File: src/rtl/ptmch_pkg.sv
// Shared definitions for the trigger pulse scheduler: register map, channel count,
// timebase width and FSM state encoding.
package ptmch_pkg;

   localparam int         PTM_NUM_CH    = 5;
   localparam int         CNT_W         = 9;

   localparam logic [7:0] ADDR_DLY_BASE = 8'h10;
   localparam logic [7:0] ADDR_WID_BASE = 8'h20;
   localparam logic [7:0] ADDR_EN       = 8'h30;
   localparam logic [7:0] ADDR_STAT     = 8'h3F;

   typedef enum logic [0:0] {
      ST_IDLE = 1'b0,
      ST_RUN  = 1'b1
   } state_e;

   function automatic logic is_ch_addr(input logic [7:0] addr, input logic [7:0] base, input int ch);
      return addr == (base + 8'(ch));
   endfunction

endpackage

File: src/rtl/trg_pls_chan.sv
// One trigger channel: active DLY/WID/EN captured at frame start plus the registered
// window comparator against the shared timebase.
module trg_pls_chan
   import ptmch_pkg::*;
(
   input  logic             clk,
   input  logic             rst,
   input  logic             load,
   input  logic [7:0]       dly_sh,
   input  logic [7:0]       wid_sh,
   input  logic             en_sh,
   input  logic             run,
   input  logic [CNT_W-1:0] cnt,
   output logic             hit
);

   logic [7:0]       dly_q, dly_d;
   logic [7:0]       wid_q, wid_d;
   logic             en_q, en_d;
   logic             hit_q, hit_d;
   logic [CNT_W-1:0] win_end_s;

   // Active settings are frozen for the whole frame; only a frame start reloads them
   always_comb begin
      if (load) begin
         dly_d = dly_sh;
         wid_d = wid_sh;
         en_d  = en_sh;
      end else begin
         dly_d = dly_q;
         wid_d = wid_q;
         en_d  = en_q;
      end
   end

   // Window end is computed at timebase width so DLY+WID never wraps
   always_comb begin
      win_end_s = CNT_W'(dly_q) + CNT_W'(wid_q);
      hit_d     = run & en_q & (cnt >= CNT_W'(dly_q)) & (cnt < win_end_s);
   end

   // Channel state registers
   always_ff @(posedge clk or posedge rst) begin
      if (rst) begin
         dly_q <= 8'h00;
         wid_q <= 8'h00;
         en_q  <= 1'b0;
         hit_q <= 1'b0;
      end else begin
         dly_q <= dly_d;
         wid_q <= wid_d;
         en_q  <= en_d;
         hit_q <= hit_d;
      end
   end

   assign hit = hit_q;

endmodule

File: src/rtl/trg_pls_sched.sv
// Trigger pulse scheduler: SPI-programmed shadow registers, a fixed-length firing frame
// driven by a 9-bit timebase, and NUM_CH delayed/width-controlled trigger pulses.
module trg_pls_sched
   import ptmch_pkg::*;
#(
   parameter int NUM_CH     = PTM_NUM_CH,
   parameter int FRAME_LAST = 510
) (
   input  logic              CLK160M,
   input  logic              RESET_N,
   input  logic              REG_WE,
   input  logic [7:0]        REG_ADDR,
   input  logic [7:0]        REG_WDATA,
   output logic [7:0]        REG_RDATA,
   input  logic              START,
   input  logic              ABORT,
   output logic [NUM_CH-1:0] TRG_PLS,
   output logic              BUSY,
   output logic              DONE
);

   state_e            state_q, state_d;
   logic [CNT_W-1:0]  cnt_q, cnt_d;
   logic [7:0]        dly_q [NUM_CH];
   logic [7:0]        dly_d [NUM_CH];
   logic [7:0]        wid_q [NUM_CH];
   logic [7:0]        wid_d [NUM_CH];
   logic [NUM_CH-1:0] en_q, en_d;
   logic              err_q, err_d;
   logic              done_q, done_d;
   logic [NUM_CH-1:0] trg_q, trg_d;
   logic [NUM_CH-1:0] hit_s;
   logic              run_s, accept_s, frame_end_s, err_set_s, err_clr_s;

   // Next-state: ABORT beats START, and beats the natural frame end
   always_comb begin
      state_d     = state_q;
      accept_s    = 1'b0;
      frame_end_s = 1'b0;
      case (state_q)
         ST_IDLE: begin
            if (START && !ABORT) begin
               state_d  = ST_RUN;
               accept_s = 1'b1;
            end else begin
               state_d  = ST_IDLE;
            end
         end
         ST_RUN: begin
            if (ABORT) begin
               state_d     = ST_IDLE;
            end else if (cnt_q == CNT_W'(FRAME_LAST)) begin
               state_d     = ST_IDLE;
               frame_end_s = 1'b1;
            end else begin
               state_d     = ST_RUN;
            end
         end
         default: state_d = ST_IDLE;
      endcase
   end

   // FSM outputs and timebase
   always_comb begin
      run_s  = (state_q == ST_RUN);
      done_d = frame_end_s;
      if (accept_s) begin
         cnt_d = '0;
      end else if (run_s) begin
         cnt_d = cnt_q + CNT_W'(1);
      end else begin
         cnt_d = cnt_q;
      end
      // A pulse may only leave the block while the frame is still running
      trg_d = hit_s & {NUM_CH{run_s}};
   end

   // Shadow register writes and the sticky error flag (set wins over clear)
   always_comb begin
      for (int i = 0; i < NUM_CH; i++) begin
         dly_d[i] = (REG_WE && is_ch_addr(REG_ADDR, ADDR_DLY_BASE, i)) ? REG_WDATA : dly_q[i];
         wid_d[i] = (REG_WE && is_ch_addr(REG_ADDR, ADDR_WID_BASE, i)) ? REG_WDATA : wid_q[i];
      end
      en_d      = (REG_WE && (REG_ADDR == ADDR_EN)) ? REG_WDATA[NUM_CH-1:0] : en_q;
      err_set_s = START & run_s & ~ABORT;
      err_clr_s = REG_WE & (REG_ADDR == ADDR_STAT);
      if (err_set_s) begin
         err_d = 1'b1;
      end else if (err_clr_s) begin
         err_d = 1'b0;
      end else begin
         err_d = err_q;
      end
   end

   // Combinational register read-back; unmapped addresses read as zero
   always_comb begin
      REG_RDATA = 8'h00;
      for (int i = 0; i < NUM_CH; i++) begin
         REG_RDATA = REG_RDATA
                   | (is_ch_addr(REG_ADDR, ADDR_DLY_BASE, i) ? dly_q[i] : 8'h00)
                   | (is_ch_addr(REG_ADDR, ADDR_WID_BASE, i) ? wid_q[i] : 8'h00);
      end
      REG_RDATA = REG_RDATA
                | ((REG_ADDR == ADDR_EN)   ? 8'(en_q) : 8'h00)
                | ((REG_ADDR == ADDR_STAT) ? {6'b000000, err_q, run_s} : 8'h00);
   end

   // State, timebase, shadow and output registers
   always_ff @(posedge CLK160M or posedge RESET_N) begin
      if (RESET_N) begin
         state_q <= ST_IDLE;
         cnt_q   <= '0;
         en_q    <= '0;
         err_q   <= 1'b0;
         done_q  <= 1'b0;
         trg_q   <= '0;
         for (int i = 0; i < NUM_CH; i++) begin
            dly_q[i] <= 8'h00;
            wid_q[i] <= 8'h00;
         end
      end else begin
         state_q <= state_d;
         cnt_q   <= cnt_d;
         en_q    <= en_d;
         err_q   <= err_d;
         done_q  <= done_d;
         trg_q   <= trg_d;
         for (int i = 0; i < NUM_CH; i++) begin
            dly_q[i] <= dly_d[i];
            wid_q[i] <= wid_d[i];
         end
      end
   end

   for (genvar g = 0; g < NUM_CH; g++) begin : g_chan
      trg_pls_chan u_chan (
         .clk    (CLK160M),
         .rst    (RESET_N),
         .load   (accept_s),
         .dly_sh (dly_q[g]),
         .wid_sh (wid_q[g]),
         .en_sh  (en_q[g]),
         .run    (run_s),
         .cnt    (cnt_q),
         .hit    (hit_s[g])
      );
   end

   assign TRG_PLS = trg_q;
   assign BUSY    = run_s;
   assign DONE    = done_q;

endmodule

File: config.mk
export PLATFORM = sky130hd
export DESIGN_NAME = trg_pls_sched
export DESIGN_NICKNAME = d
export VERILOG_FILES = /design/src/rtl/ptmch_pkg.sv /design/src/rtl/trg_pls_chan.sv /design/src/rtl/trg_pls_sched.sv
export SDC_FILE = /design/constraint.sdc
export NUM_CORES = 1
export LEC_CHECK = 0
export ABC_AREA = 1
export CAP_MARGIN = 20
export CORE_UTILIZATION = 46
export DETAILED_ROUTE_END_ITERATION = 10
export DONT_BUFFER_PORTS = 1
export PLACE_DENSITY = 0.58
export SETUP_SLACK_MARGIN = 0.15
export SYNTH_ARGS = -nofsm -noshare
export SYNTH_HDL_FRONTEND = slang
export SYNTH_SLANG_ARGS = --single-unit
File: constraint.sdc
create_clock -name CLK160M -period 19.62 [get_ports CLK160M]
set_input_delay 3.924 -clock CLK160M [delete_from_list [all_inputs] [get_ports CLK160M]]
set_output_delay 3.924 -clock CLK160M [all_outputs]
set_load 0.03 [all_outputs]
After elaboration in Yosys (flattened, before gate mapping)
Cells that the tools add are included.

Logic and storage cells: 136. Output and inout port bits: 15. Flip-flop bits (word level): 192. Input bits: 21.

Muxes and demuxes: 24. Bitwise operators: 32. Reductions and logical operators: 15. Add/subtract/negate cells: 6. Order comparisons: 10. Eq/ne operators: 13.

Operators with widths (count): 8-bit 2-to-1 mux (10); 8-bit bitwise OR (9); 8-bit by 6-bit equality test with 1-bit output (second input constant) (7); 8-bit by 8-bit adder with 9-bit output (5); 9-bit by 8-bit greater-or-equal comparator with 1-bit output (5); 9-bit less-than comparator (5); 8-bit by 5-bit equality test with 1-bit output (second input constant) (5); 1-bit AND (18); 9-bit 2-to-1 mux (2); 1-bit logical AND (12); 9-bit by 1-bit adder with 9-bit output (second input constant) (1); 9-bit equality test (second input constant) (1); 1-bit 2-to-1 mux (9); 8-bit by 2-bit bitwise OR with 8-bit output (1); 8-bit by 5-bit bitwise OR with 8-bit output (1); 5-bit AND (1); 5-bit 2-to-1 mux (1); 2-bit nonzero test (2); 2-bit 2-to-1 mux (1); 1-bit inverter (2); 1-bit one-hot mux with 2 select lines (1); 1-bit zero test (1).

Logic depth before layout (Yosys ltp)
Gate-level depths: netlist (run 1).

Depth in word-level cells: 13. Gate-level depth with buffers: 13. Depth with buffers taken out: 13.

Cells and area by module
From an unflattened synthesis (run 1), not the netlist that was laid out.

Cells, all modules: 1405. Area, all modules: 11877.6 um^2.

Modules (own cells, without submodules): trg_pls_sched (seq. area each 2552.4 um^2, area an instance 4911.0 um^2, cells an instance 586, instances 1); trg_pls_chan (g_chan[1].u_chan ...) (seq. area each 450.4 um^2, area an instance 1388.8 um^2, cells an instance 161, instances 3); trg_pls_chan (g_chan[0].u_chan ...) (seq. area each 450.4 um^2, area an instance 1400.1 um^2, cells an instance 168, instances 2).

Worst setup path after synthesis (run 1)
Ideal clock, no wire load.

Kind: in2out. From: input REG_ADDR[6]. To: output REG_RDATA[3]. Required time: 15.696 ns. Arrival: 4.960 ns. Setup slack: 10.736 ns. Stages on the path: 8. Path buffers: 1. Cells stage by stage: inv_1 nand2_1 nor2_4 buf_4 nand3_1 nand2_1 nor2_1 nand3_1.

Cells in the longest elaborated chain, start to end: 13. Elaborated cells between the ends (all ways): 33.

RTL lines: from (decl) (line trg_pls_sched.sv:12) `input logic [7:0] REG_ADDR,`; 8-bit by 5-bit equality test with 1-bit output / 8-bit by 6-bit equality test with 1-bit output (equally long branches) (line ptmch_pkg.sv:19) `return addr == (base + 8'(ch));`; 8-bit 2-to-1 mux (on tied branches) (line trg_pls_sched.sv:101, trg_pls_sched.sv:102); 8-bit bitwise OR (line trg_pls_sched.sv:102) `| (is_ch_addr(REG_ADDR, ADDR_WID_BASE, i) ? wid_q[i] : 8'h00);`; 8-bit bitwise OR (line trg_pls_sched.sv:101) `| (is_ch_addr(REG_ADDR, ADDR_DLY_BASE, i) ? dly_q[i] : 8'h00)`; 8-bit bitwise OR (line trg_pls_sched.sv:102); 8-bit bitwise OR (line trg_pls_sched.sv:101); 8-bit bitwise OR (line trg_pls_sched.sv:102); 8-bit bitwise OR (line trg_pls_sched.sv:101); 8-bit bitwise OR (line trg_pls_sched.sv:102); 8-bit bitwise OR (line trg_pls_sched.sv:101); 8-bit bitwise OR (line trg_pls_sched.sv:102); 8-bit by 5-bit bitwise OR with 8-bit output (*) (line trg_pls_sched.sv:105) `| ((REG_ADDR == ADDR_EN) ? 8'(en_q) : 8'h00)`; 8-bit by 2-bit bitwise OR with 8-bit output (*) (line trg_pls_sched.sv:106) `| ((REG_ADDR == ADDR_STAT) ? {6'b000000, err_q, run_s} : 8'h00);`; to (decl) (line trg_pls_sched.sv:14) `output logic [7:0] REG_RDATA,`.

Every way passes the cells marked *; elsewhere a longest branch is shown, timed or not.

Worst setup path in the final report (run 1)
Same ends and word-level chain as after synthesis.

==> results.txt, run 1 <==
----------------------------------------------------
[Yosys]
  Net count after synthesis ... 1666
  Register area share after synthesis ... 0.399
  Count of unique library cells instantiated by Yosys ... 39
  EDFF count, synth ... 0
  Cell count after synthesis ... 1518
  Most repeated cell in the gate-level netlist after synthesis ... sky130_fd_sc_hd__nand2_1
  Flop and latch count out of synthesis ... 192
  Top cells by instance count after synthesis ... sky130_fd_sc_hd__nand2_1 (432), sky130_fd_sc_hd__dfrtp_1 (192), sky130_fd_sc_hd__inv_1 (174), sky130_fd_sc_hd__o21ai_0 (145), sky130_fd_sc_hd__ha_1 (122)
  Post-synthesis instance area ... 0.0120 mm2
  Ys async rst share ... 1.00
  Warnings from Yosys ... 0
  Yosys top cell area share ... 0.399
  Most area-hungry cell type in the Yosys netlist ... sky130_fd_sc_hd__dfrtp_1
  Largest cells by area after synthesis ... sky130_fd_sc_hd__dfrtp_1 (40%), sky130_fd_sc_hd__nand2_1 (13%), sky130_fd_sc_hd__ha_1 (13%)
  Most frequently used flop master after synthesis ... sky130_fd_sc_hd__dfrtp_1
  Average size of a mapped cell ... 7.93 um2

[Route]
  Vias per cell ... 5.37
  Total wire length after detailed routing ... 33600 um
  Number of antenna-violating nets in the routed design ... 0
  Count of unresolved DRC violations after routing ... 0
  Average wire per standard cell ... 18.2 um
  Router iterations before antenna repair ... 6
  Initial DRC Count ... 800
  Via count ... 9911

[Hold path]
  Min-Delay Path Class ... flop to flop
  Cell depth of the worst hold path ... 2
  Critical hold path startpoint ... g_chan[3].u_chan.hit
  Destination of the worst hold path ... TRG_PLS[3]

[Worst setup path]
  Critical Path Stages ... 7
  Count of cells along the worst register-to-register path ... 7
  Worst path cell trace ... inv_1 -> nand2_1 -> nor2_4 -> nand2_4 -> o21ai_0 -> nor2_1 -> nand3_1
  Endpoint required time on the critical path ... 15.70 ns
  Crit Reg-Reg Endpoint ... g_chan[2].u_chan.wid_q[0]
  Crit Path Max Fanout ... 27
  Kind of start point of the critical path ... input port
  Worst R2R Start ... BUSY
  R2r setup slk ... 16.97 ns
  Crit path largest cell delay ... 0.53 ns
  Highest-delay cell along the critical path ... sky130_fd_sc_hd__nor2_4
  Sort of element at the end of the critical path ... output port
  Number of buffer and inverter stages on the critical path ... 1
  Top delay family on crit path ... simple AND/OR/NAND/NOR gates
  Setup Crit Path Kind ... input port to output port
  Worst path arrival time ... 5.32 ns

[Floorplan]
  Number of placed I/O pins ... 36
  Width of the die ... 164 um
  Starting density of the core ... 0.474
  Area of the placeable core ... 0.0254 mm2
  Number of placement rows ... 58
  Die height ... 164 um
  Full die area ... 0.0268 mm2

[CTS]
  Number of levels in the clock H-tree ... 4
  Clock tree from TritonCTS ... built
  Maximum root-to-sink buffer count ... 2
  CTS Buf Count ... 17
  Number of hold-repair buffers added at the cts stage ... 0
  Number of sinks handled by clock tree synthesis ... 192
  # Post-CTS Setup Buffers ... 0
  Buffer type at the clock tree root ... sky130_fd_sc_hd__clkbuf_16
  Insertion delay of the later-clocked pin in the worst-skew pair ... 0.43 ns
  Clock input transition at the sequential cells of the worst setup and hold paths ... 0.08 ns
  # resized after CTS ... 0

[Power and ir drop]
  IR Drop Worst-Case VDD ... 0.0487 mV
  Ratio of total power to cell area ... 87.1 mW/mm2
  Leakage power total ... 6.81 nW

[STA]
  Final count of pins violating max slew ... 0
  Final Hold Slack ... 0.437 ns
  Finish-stage setup viols ... 0
  Maximum operating frequency ... 0.108 GHz
  Setup TNS ... 0 ns
  RSZ-0062 raised after global routing ... no
  Transition time of the tightest slew-check pin ... 0.967 ns
  Smallest setup slack after layout ... 10.38 ns
  Final hold vios ... 0
  Post-route minimum period ... 9.24 ns
  Final setup skew ... 0.00908 ns
  Slew HR ... 0.355
  Period utilisation layout ... 0.471

[Global routing]
  Number of antenna violations at the first check in global routing ... 0
  Via count of the first global-routing pass ... 9497
  First-pass GRT wire length ... 53600 um
  Global Route Usage Sum ... 0.267
  Largest net degree at the start of global routing ... 111
  Overall overflow remaining after global route ... 0

[Outcome]
  Result of the run ... complete, no violations

[Placed design]
  Worst setup timing slack at the placement stage ... 10.40 ns
  Global placement routability congestion ... 0.903
  Port Buffer Count ... 0
  Detailed-placement wirelength estimate ... 24900 um

[Layout]
  Number of filler cells placed in the layout ... 2514
  Final nets ... 1651
  Fraction of final layout cells with drive strength greater than 1 ... 0.0528
  Total inserted antenna cells ... 0
  Syn-to-layout area delta ... 6.69%

[Job]
  Number of maximum-capacitance violations ... 0

----------------------------------------------------
[tightest hold or removal path, stage by stage, from the launching register on]
cell,delay [ns]
sky130_fd_sc_hd__dfrtp_1,0.32
sky130_fd_sc_hd__nand2_1,0.04
sky130_fd_sc_hd__inv_1,0.04
[sequential cells by signal (all words and copies together) (netlist names)]
name,count
TRG_PLS,5
g_chan.u_chan.hit,5
en_q,5
BUSY,1
cnt_q,9
dly_q,40
g_chan.u_chan.dly_q,40
g_chan.u_chan.wid_q,40
DONE,1
g_chan.u_chan.en_q,5
err_q,1
wid_q,40
[power breakdown]
part | leakage, nW | switching [mW] | internal [mW]
Sequential | 2.38 | 0.0426 | 0.431
Clock | 0.271 | 0.166 | 0.170
Combinational | 4.16 | 0.189 | 0.120
Total | 6.81 | 0.397 | 0.721
[layout make-up]
cell class | instances | area, um2 | area share
Inverter | 178 | 681 | 0.0530
Multi-Input combinational cell | 1109 | 6320 | 0.493
Timing Repair Buffer | 5 | 57.6 | 0.00448
Tap cell | 330 | 413 | 0.0322
Clock buffer | 18 | 439 | 0.0342
Clock inverter | 14 | 119 | 0.00926
Sequential cell | 192 | 4800 | 0.374
[logic make-up (layout without fill, tap and decap cells)]
kind of cell | after synthesis | in the layout | share of synthesized area
xor gates and xnor gates | 25 | 25 | 0.0182
DFF | 192 | 192 | 0.399
AOI/OAI and AO/OA | 267 | 267 | 0.119
and+or+nand+nor | 690 | 690 | 0.253
buffers and inverters | 217 | 215 | 0.0758
adders and majority gates | 127 | 127 | 0.135
[worst max-delay path by stage]
stage / end / slack [ns] / startpoint
5_1_grt: REG_RDATA[4] / 10.25 / REG_ADDR[6]
6_report: REG_RDATA[3] / 10.38 / REG_ADDR[6]
3_5_place_dp: REG_RDATA[3] / 10.40 / REG_ADDR[6]
3_3_place_gp: REG_RDATA[3] / 10.39 / REG_ADDR[6]
2_1_floorplan: BUSY / 10.47 / RESET_N
4_1_cts: REG_RDATA[3] / 10.40 / REG_ADDR[6]
[stage by stage]
step	utilization	cell area, um2	total power [mW]	cells
6_report	0.505	12800	1.12	1846
2_1_floorplan	-	12000	0.706	1518
4_1_cts	0.504	12800	1.13	1845
3_5_place_dp	0.482	12300	0.788	1813
3_3_place_gp	0.482	12300	0.781	1813
5_1_grt	0.505	12800	1.20	1846
[per-layer routing]
| layer | up-vias | share of wire | wire, um | global-route usage |
|---|---|---|---|---|
| met5 | - | 0 | 0 | 0 |
| li1 | 4930 | - | - | - |
| met1 | 4689 | 0.50 | 16700 | 0.402 |
| met3 | 40 | 0.055 | 1840 | 0.0366 |
| met2 | 252 | 0.44 | 14600 | 0.407 |
| met4 | 0 | 0.012 | 397 | 0.0556 |
[cells in the final DEF, fill, tap and decap left out, types with 11 or more instances in the layout]
cell,instances
sky130_fd_sc_hd__dfrtp_1,192
sky130_fd_sc_hd__o21ai_1,25
sky130_fd_sc_hd__o21a_1,15
sky130_fd_sc_hd__inv_1,172
sky130_fd_sc_hd__xnor2_1,15
sky130_fd_sc_hd__nand2_1,432
sky130_fd_sc_hd__nand3_1,104
sky130_fd_sc_hd__nor2_4,11
sky130_fd_sc_hd__o21ai_0,145
sky130_fd_sc_hd__a21oi_1,56
sky130_fd_sc_hd__nand4_1,16
sky130_fd_sc_hd__ha_1,122
sky130_fd_sc_hd__nor2_1,88
sky130_fd_sc_hd__clkbuf_16,17
Power figures use the tool's default switching activity.
==> inputs of run 2 (changes only) <==
PLACE_DENSITY = 0.6   (was 0.58)
clock period = 7.87 ns   (was 19.62 ns; I/O delays follow)
==> results.txt, run 2 (synthesis results as in run 1) <==
----------------------------------------------------
[CTS]
  Number of hold-repair buffers added at the cts stage ... 0 (unchanged)
  Number of sinks handled by clock tree synthesis ... 192 (unchanged)
  Maximum root-to-sink buffer count ... 2 (unchanged)
  Buffer type at the clock tree root ... sky130_fd_sc_hd__clkbuf_16
  Insertion delay of the later-clocked pin in the worst-skew pair ... 0.43 ns (about the same)
  # Post-CTS Setup Buffers ... 0 (unchanged)
  Clock tree from TritonCTS ... built
  # resized after CTS ... 0 (unchanged)
  Clock input transition at the sequential cells of the worst setup and hold paths ... 0.07 ns (about the same)
  Number of levels in the clock H-tree ... 4 (unchanged)
  CTS Buf Count ... 17 (unchanged)

[Worst setup path]
  R2r setup slk ... 5.30 ns (-11.67 ns)
  Worst path arrival time ... 2.95 ns (-2.37 ns)
  Kind of start point of the critical path ... input port
  Worst R2R Start ... BUSY
  Endpoint required time on the critical path ... 6.30 ns (-9.40 ns)
  Crit Path Max Fanout ... 27 (unchanged)
  Crit Reg-Reg Endpoint ... g_chan[1].u_chan.wid_q[7]
  Sort of element at the end of the critical path ... output port
  Count of cells along the worst register-to-register path ... 6 (-1)
  Setup Crit Path Kind ... input port to output port

[STA]
  Final hold vios ... 0 (unchanged)
  Period utilisation layout ... 0.575
  Final Hold Slack ... 0.434 ns (-0.00350 ns)
  Setup TNS ... 0 ns (unchanged)
  Transition time of the tightest slew-check pin ... 0.945 ns (-0.0218 ns)
  Final count of pins violating max slew ... 0 (unchanged)
  RSZ-0062 raised after global routing ... no
  Slew HR ... 0.370 (+0.0146)
  Maximum operating frequency ... 0.221 GHz
  Finish-stage setup viols ... 0 (unchanged)
  Smallest setup slack after layout ... 3.34 ns (-7.04 ns)
  Post-route minimum period ... 4.53 ns
  Final setup skew ... 0.0118 ns (+0.00276 ns)

[Global routing]
  Global Route Usage Sum ... 0.261 (-0.00641)
  Number of antenna violations at the first check in global routing ... 0 (unchanged)
  First-pass GRT wire length ... 52600 um (-1.9%)
  Via count of the first global-routing pass ... 9443 (-0.57%)
  Largest net degree at the start of global routing ... 136 (+23%)
  Overall overflow remaining after global route ... 0 (unchanged)

[Floorplan]
  Full die area ... 0.0268 mm2 (unchanged)
  Width of the die ... 164 um (unchanged)
  Number of placed I/O pins ... 36 (unchanged)
  Starting density of the core ... 0.474 (unchanged)
  Area of the placeable core ... 0.0254 mm2 (unchanged)
  Die height ... 164 um (unchanged)
  Number of placement rows ... 58 (unchanged)

[Layout]
  Final nets ... 1650 (-0.061%)
  Leading cell type in the layout, fill and taps excluded ... sky130_fd_sc_hd__nand2_1
  Number of filler cells placed in the layout ... 2475 (-1.6%)
  Post-route cell area ... 0.0128 mm2 (unchanged)
  Fraction of final layout cells with drive strength greater than 1 ... 0.0515 (-0.00129)
  Total inserted antenna cells ... 0 (unchanged)
  Leading cell types in the layout, fill and taps excluded ... sky130_fd_sc_hd__nand2_1 (432), sky130_fd_sc_hd__dfrtp_1 (192), sky130_fd_sc_hd__inv_1 (172)
  Core Util, Final ... 0.505 (unchanged)
  Syn-to-layout area delta ... 6.69% (unchanged)
  Non-filler cells in the finished layout ... 1845 (-0.054%)

[Placed design]
  Area after DPL ... 0.0123 mm2 (unchanged)
  Global placement routability congestion ... 0.927 (+2.6%)
  Detailed-placement wirelength estimate ... 24600 um (-1.2%)
  Port Buffer Count ... 0 (unchanged)
  Worst setup timing slack at the placement stage ... 3.37 ns (-7.03 ns)
  Count of placed standard cells including taps ... 1813 (unchanged)

[Power and ir drop]
  Ratio of total power to cell area ... 220 mW/mm2 (+150%)
  IR Drop Worst-Case VDD ... 0.157 mV (+220%)
  PnR Total Power ... 2.83 mW (+150%)
  Leakage power total ... 6.81 nW (about the same)

[Hold path]
  Min-Delay Path Class ... flop to flop
  Cell depth of the worst hold path ... 2 (unchanged)
  Destination of the worst hold path ... TRG_PLS[4]
  Critical hold path startpoint ... g_chan[4].u_chan.hit

[Route]
  Count of unresolved DRC violations after routing ... 0 (unchanged)
  Via count ... 9881 (-0.30%)
  Average wire per standard cell ... 17.9 um (-1.7%)
  Total wire length after detailed routing ... 33000 um (-1.7%)
  Number of antenna-violating nets in the routed design ... 0 (unchanged)
  Vias per cell ... 5.36 (-0.25%)
  Router iterations before antenna repair ... 5 (-1)
  Initial DRC Count ... 788 (-1.5%)

[Job]
  Number of maximum-capacitance violations ... 0 (unchanged)

[Outcome]
  Result of the run ... complete, no violations

----------------------------------------------------
## run 2: cell types whose count changed in the layout (fill, tap and decap cells not counted), sizes merged
cell	change
bufinv	+2
clkinvlp	+1
inv	-4
clkinv	+1
buf	-1
## run 2: how the worst max path moves through the flow
stage,end,startpoint,slack [ns]
floorplan,BUSY,RESET_N,1.07
global route,REG_RDATA[4],REG_ADDR[7],3.24
detailed placement,REG_RDATA[4],REG_ADDR[6],3.37
global placement,REG_RDATA[3],REG_ADDR[6],3.36
CTS,REG_RDATA[3],REG_ADDR[6],3.36
finish,REG_RDATA[3],REG_ADDR[6],3.34
## run 2: per-layer routing
metal / GRT usage / part of all wire
met1: 0.393 / 0.49
met2: 0.381 / 0.42
met5: 0 / 0
met3: 0.0487 / 0.066
met4: 0.0652 / 0.020
## run 2: final cells by class
type | count | area, um2 | area share
inverter | 178 | 681 | 0.0530
tap | 330 | 413 | 0.0322
timing repair buffer | 4 | 30.0 | 0.00234
multi-input combinational | 1109 | 6320 | 0.493
sequential | 192 | 4800 | 0.374
clock inverter | 14 | 156 | 0.0122
clock buffer | 18 | 429 | 0.0334
## run 2: where the power goes
group	switching (mW)	total, mW	leakage (nW)	internal, mW
clock network	0.400	0.874	0.279	0.474
logic	0.469	0.767	4.14	0.298
registers	0.110	1.18	2.38	1.07
total	0.979	2.83	6.81	1.85
## run 2: worst max-delay path, stage by stage
cell and delay, ns:
sky130_fd_sc_hd__inv_1 0.03, sky130_fd_sc_hd__nand2_1 0.16, sky130_fd_sc_hd__nor2_4 0.53, sky130_fd_sc_hd__nand2_4 0.14, sky130_fd_sc_hd__o21ai_0 0.18, sky130_fd_sc_hd__nor2_1 0.06, sky130_fd_sc_hd__nand3_1 0.28
==> patch 1 (config.mk and constraints of run 2) <==
The package constant `CNT_W` goes from 9 to 11.
--- a/src/rtl/ptmch_pkg.sv
+++ b/src/rtl/ptmch_pkg.sv
@@ -3,7 +3,7 @@
 package ptmch_pkg;
 
    localparam int         PTM_NUM_CH    = 5;
-   localparam int         CNT_W         = 9;
+   localparam int         CNT_W         = 11;
 
    localparam logic [7:0] ADDR_DLY_BASE = 8'h10;
    localparam logic [7:0] ADDR_WID_BASE = 8'h20;
Formal check against the unedited RTL: no difference found for any inputs over 4 cycles, from zero or initial values and one cycle with RESET_N high; that may be too few to reach the edited logic, so the function may still have changed.
==> patch 1 against run 2 <==
- die area shrank 0.46%
- design area barely moved
- total power down 2.1%
- largest power group unchanged
- sequential cell count rose by 2
- area after synthesis fell by 0.47%
- setup slack worse by 0.12 ns
- cell count rose by 0.27%
- highest routed layer unchanged
- wire length is 5.6% higher
==> patch 1: results (changes against run 2) <==
| Metric | Value |
|---|---|
| CP max FO | `15 (-44%)` |
| DP Worst Slack | `3.235 ns (-0.1305 ns)` |
| WHS | `0.4348 ns (+0.001294 ns)` |
| Async set or reset register ratio after synthesis | `100.0% (unchanged)` |
| DP Cell Count | `1817 (+0.22%)` |
| Xor/xnor share of the synthesized area | `1.828% (+0.0086 points)` |
| First-pass GRT wire length | `54830 microns (+4.3%)` |
| Total Nets Final | `1654 (+0.24%)` |
| Layout filler cell count | `2510 (+1.4%)` |
| Post-synthesis cell count | `1519 (+0.066%)` |
| Main area contributors after synthesis | `dfrtp_1 (41%), nand2_1 (14%), ha_1 (13%)` |
| CP max stage delay | `0.61 ns (+0.08 ns)` |
| Hold wc startpoint | `g_chan[2].u_chan.hit` |
| Initial antenna violation count | `1 (+1)` |
| Inverters, non-clock | `191 (+7.3%)` |
| Dpl hpwl | `26230 microns (+6.6%)` |
| Status | `finished clean` |
| Worst reg2reg path endpoint | `cnt_q[2]` |
| Starting DRT DRC Count | `778 (-1.3%)` |
| Reg2reg setup slack | `5.33 ns (+0.03 ns)` |
| Worst Reg2Reg Path Length in Cells | `7 (+1)` |
| Arrival @ worst endpoint | `3.08 ns (+0.13 ns)` |
| Area grow syn2layout | `7.136%` |
| Peak supply drop | `0.0001318 V (-16%)` |
| Inserted Diodes | `2 (+2)` |
| Vias per cell | `5.396 (+0.75%)` |
| Unique cell type count in the Yosys netlist | `33 (-15%)` |
| Layout Cells excl Fill | `1850 (+0.27%)` |
| Routed Wire Length | `34880 microns (+5.6%)` |
| Multi-input logic area | `6206 sq um (-1.9%)` |
| Slowest stage cell, crit path | `nor2_2` |
| Hold endpoint | `TRG_PLS[2]` |
| Clock sinks | `194 (+1.0%)` |
| Largest net degree at the start of global routing | `108 (-21%)` |
| Post-DP Area | `12240 sq um (about the same)` |
| Max-Slew Margin vs Limit | `32.77% (-4.2 points)` |
| Post-synthesis compound-gate area fraction | `12.08% (+0.18 points)` |
| Share of cells above drive strength 1 | `4.941% (-0.21 points)` |
| Non-clk bufs | `6 (+2)` |
| Clk root buf | `clkbuf_16` |
| Adder-cell share of the synthesized area | `13.58% (+0.064 points)` |
| Clock-cell share of area | `4.544% (-0.017 points)` |
| Final setup skew | `0.01900 ns (+0.007160 ns)` |
| GRT Total Usage | `27.88% (+1.8 points)` |
patch 1: report_power, final:
part           switching [uW]  leakage (uW)  internal, uW
Clock                     444      0.000287           428
Sequential                120       0.00245          1080
Combinational             428       0.00406           268
Total                     992       0.00679          1770
patch 1: how the worst max path moves through the flow:
stage,start,slack (ns),end,cells past startpoint
2_1_floorplan,RESET_N,1.01,BUSY,1
3_3_place_gp,REG_ADDR[3],3.29,REG_RDATA[7],7
3_5_place_dp,REG_ADDR[3],3.23,REG_RDATA[7],7
4_1_cts,REG_ADDR[3],3.24,REG_RDATA[7],7
5_1_grt,REG_ADDR[3],3.11,REG_RDATA[5],7
6_report,REG_ADDR[3],3.22,REG_RDATA[7],7
patch 1: per-layer routing:
metal	vias to the layer above	GRT usage, %	routed length (microns)	share of wire, %
li1	4968	-	-	-
met1	4705	41.27	17140	49
met5	-	0	0	0
met2	271	41.14	14800	42
met3	38	5.764	2317	6.6
met4	0	7.222	628	1.8
==> patch 2 (flow settings as in run 2) <==
Made on the original files. Add an input register stage for `REG_ADDR`, cleared by the reset; this delays it by one clock. The other inputs are not delayed to match.
--- a/src/rtl/trg_pls_sched.sv
+++ b/src/rtl/trg_pls_sched.sv
@@ -18,6 +18,16 @@
    output logic              BUSY,
    output logic              DONE
 );
+
+   logic [7:0] REG_ADDR_q;
+
+   always_ff @(posedge CLK160M or posedge RESET_N) begin
+      if (RESET_N) begin
+         REG_ADDR_q <= '0;
+      end else begin
+         REG_ADDR_q <= REG_ADDR;
+      end
+   end
 
    state_e            state_q, state_d;
    logic [CNT_W-1:0]  cnt_q, cnt_d;
@@ -78,12 +88,12 @@
    // Shadow register writes and the sticky error flag (set wins over clear)
    always_comb begin
       for (int i = 0; i < NUM_CH; i++) begin
-         dly_d[i] = (REG_WE && is_ch_addr(REG_ADDR, ADDR_DLY_BASE, i)) ? REG_WDATA : dly_q[i];
-         wid_d[i] = (REG_WE && is_ch_addr(REG_ADDR, ADDR_WID_BASE, i)) ? REG_WDATA : wid_q[i];
+         dly_d[i] = (REG_WE && is_ch_addr(REG_ADDR_q, ADDR_DLY_BASE, i)) ? REG_WDATA : dly_q[i];
+         wid_d[i] = (REG_WE && is_ch_addr(REG_ADDR_q, ADDR_WID_BASE, i)) ? REG_WDATA : wid_q[i];
       end
-      en_d      = (REG_WE && (REG_ADDR == ADDR_EN)) ? REG_WDATA[NUM_CH-1:0] : en_q;
+      en_d      = (REG_WE && (REG_ADDR_q == ADDR_EN)) ? REG_WDATA[NUM_CH-1:0] : en_q;
       err_set_s = START & run_s & ~ABORT;
-      err_clr_s = REG_WE & (REG_ADDR == ADDR_STAT);
+      err_clr_s = REG_WE & (REG_ADDR_q == ADDR_STAT);
       if (err_set_s) begin
          err_d = 1'b1;
       end else if (err_clr_s) begin
@@ -98,12 +108,12 @@
       REG_RDATA = 8'h00;
       for (int i = 0; i < NUM_CH; i++) begin
          REG_RDATA = REG_RDATA
-                   | (is_ch_addr(REG_ADDR, ADDR_DLY_BASE, i) ? dly_q[i] : 8'h00)
-                   | (is_ch_addr(REG_ADDR, ADDR_WID_BASE, i) ? wid_q[i] : 8'h00);
+                   | (is_ch_addr(REG_ADDR_q, ADDR_DLY_BASE, i) ? dly_q[i] : 8'h00)
+                   | (is_ch_addr(REG_ADDR_q, ADDR_WID_BASE, i) ? wid_q[i] : 8'h00);
       end
       REG_RDATA = REG_RDATA
-                | ((REG_ADDR == ADDR_EN)   ? 8'(en_q) : 8'h00)
-                | ((REG_ADDR == ADDR_STAT) ? {6'b000000, err_q, run_s} : 8'h00);
+                | ((REG_ADDR_q == ADDR_EN)   ? 8'(en_q) : 8'h00)
+                | ((REG_ADDR_q == ADDR_STAT) ? {6'b000000, err_q, run_s} : 8'h00);
    end
 
    // State, timebase, shadow and output registers
Check against the original RTL: not equivalent (a bounded check fails within 4 cycles, from zero or initial values and one cycle with RESET_N high).
==> patch 2 against run 2 <==
- design area is 0.77% higher
- area after synthesis is 0.88% higher
- wire length stayed put
- critical path type is now reg2out
- critical endpoint is now REG_RDATA[0]
- setup slack better by 0.50 ns
- sequential share of layout area is 1.3 points higher
- worst hold slack worse by 0.0021 ns
- sequential cell count is 8 higher
- total power is 7.9% higher
==> patch 2: results (changes against run 2) <==
| Metric | Value |
|---|---|
| Status | `finished clean` |
| Worst-Skew Late Latency | `0.45 ns (+0.02 ns)` |
| Largest delay contributor family on the critical path | `simple AND/OR/NAND/NOR gates` |
| CP max FO | `11 (-59%)` |
| Number of global-route vias before repair | `9233 (-2.2%)` |
| Via count | `9931 (+0.51%)` |
| Top cells by count, synth | `nand2_1 (442), dfrtp_1 (200), inv_1 (170)` |
| Async set or reset register ratio after synthesis | `100.0% (unchanged)` |
| Main area contributors after synthesis | `dfrtp_1 (41%), nand2_1 (14%), ha_1 (13%)` |
| H-tree depth | `4 (unchanged)` |
| Unique cell type count in the Yosys netlist | `35 (-10%)` |
| Sw Ratio | `35.37% (+0.71 points)` |
| Peak supply drop | `0.0001293 V (-18%)` |
| CTS resizes | `0 (unchanged)` |
| Routed Wire Length | `33020 microns (unchanged)` |
| Dpl hpwl | `24290 microns (-1.3%)` |
| Clock transition at path regs | `0.07 ns (about the same)` |
| Num CTS Buffers | `17 (unchanged)` |
| Layout filler cell count | `2588 (+4.6%)` |
| Slowest stage cell, crit path | `nor2_1` |
| Starting DRT DRC Count | `773 (-1.9%)` |
| Avg Inst Size Synth | `7.971 sq um (+0.55%)` |
| Max-Slew Margin vs Limit | `33.94% (-3.0 points)` |
| Total Nets Final | `1656 (+0.36%)` |
| Arrival @ worst endpoint | `2.45 ns (-0.50 ns)` |
| First-pass GRT wire length | `51820 microns (-1.4%)` |
| IO buf count | `0 (unchanged)` |
| GRT Total Usage | `25.73% (-0.33 points)` |
| Clk root buf | `clkbuf_16` |
| Initial antenna violation count | `0 (unchanged)` |
| Bufs on Longest Clock Path | `2 (unchanged)` |
| Top_reg_cell synth | `dfrtp_1` |
| DR pass1 iterations | `5 (unchanged)` |
| RePlAce Congestion | `0.9142 (-1.3%)` |
| Ys Warns | `0 (unchanged)` |
| CP max stage delay | `0.64 ns (+0.11 ns)` |
| Setup bufs post-CTS | `0 (unchanged)` |
| Reg2reg setup slack | `5.29 ns (about the same)` |
| LEAKAGE | `0.006726 uW (-1.2%)` |
| DP Cell Count | `1824 (+0.61%)` |
| Hold Path Class | `reg2reg` |
| Sequential fraction of the synthesis area | `41.23% (+1.3 points)` |
| Final setup skew | `0.01246 ns (+0.0006139 ns)` |
| Inserted Diodes | `0 (unchanged)` |
| Share of cells above drive strength 1 | `4.536% (-0.61 points)` |
| Largest net degree at the start of global routing | `129 (-5.1%)` |
| Vias per cell | `5.351 (about the same)` |
[patch 2: changes by cell type after synthesis, moves of 4 or more]
cell	change
o21ai_0	+17
o21ai_1	-14
nand2_1	+10
dfrtp_1	+8
nand2_2	-4
nor2_8	-4
inv_1	-4
nor2_1	-6
buf_2	-5
[patch 2: final cells by class]
class | count | share of cell area, %
multi-input combinational | 1107 | 48.08
sequential | 200 | 38.69
inverter | 177 | 5.213
clock buffer | 22 | 3.588
tap | 335 | 3.240
clock inverter | 10 | 0.8995
timing repair buffer | 5 | 0.2902
[patch 2: final timing paths]
path	from	endpoint	depth (start not counted)
max	REG_ADDR_q[1]	REG_RDATA[0]	7
min	g_chan[3].u_chan.hit	TRG_PLS[3]	2
max reg2reg	BUSY	g_chan[1].u_chan.wid_q[2]	7
min reg2reg	g_chan[3].u_chan.hit	TRG_PLS[3]	2
max in group asynchronous	RESET_N	g_chan[2].u_chan.wid_q[1]	2
min in group asynchronous	RESET_N	wid_q[28]	1
[patch 2: through the flow]
step	worst slack, ns	hold WS, ns	total power, uW	area (sq um)
floorplan	0.8420	0.4086	1932	12140
global placement	4.346	0.4154	2153	12360
detailed placement	4.254	0.4152	2176	12360
CTS	3.862	0.4338	3065	12940
global route	3.705	0.4690	3264	12940
finish	3.843	0.4314	3048	12940
[patch 2: power by group through the flow]
stage / Clock, uW / Sequential [uW] / Combinational, uW
2_1_floorplan: 0 / 1220 / 709
3_3_place_gp: 0 / 1290 / 867
3_5_place_dp: 0 / 1290 / 891
4_1_cts: 900 / 1270 / 898
5_1_grt: 937 / 1280 / 1050
6_report: 887 / 1270 / 891
[patch 2: metal layers]
metal  vias to the layer above  part of all wire [%]  wire [microns]  GRT usage [%]
li1                       4944                     -               -              -
met1                      4716                    49           16070          38.13
met2                       236                    44           14640          39.24
met3                        35                   5.4            1795          3.968
met4                         0                   1.6             519          6.339
met5                         -                     0               0              0
[patch 2: worst reg2reg max path, stage by stage, from the launching register on]
cell and delay [ns]:
dfrtp_1 0.44, buf_4 0.29, nor2_4 0.14, buf_4 0.73, inv_2 0.18, buf_4 0.40, nand2_1 0.19, o21ai_0 0.08
[patch 2: logic make-up after synthesis]
logic type,count (synthesis),share of synthesized area (%)
compound gates,273,12.05
xor+xnor,25,1.804
flops,200,41.23
buf+inv,216,7.534
fa+ha+maj,127,13.40
simple gates,682,23.98
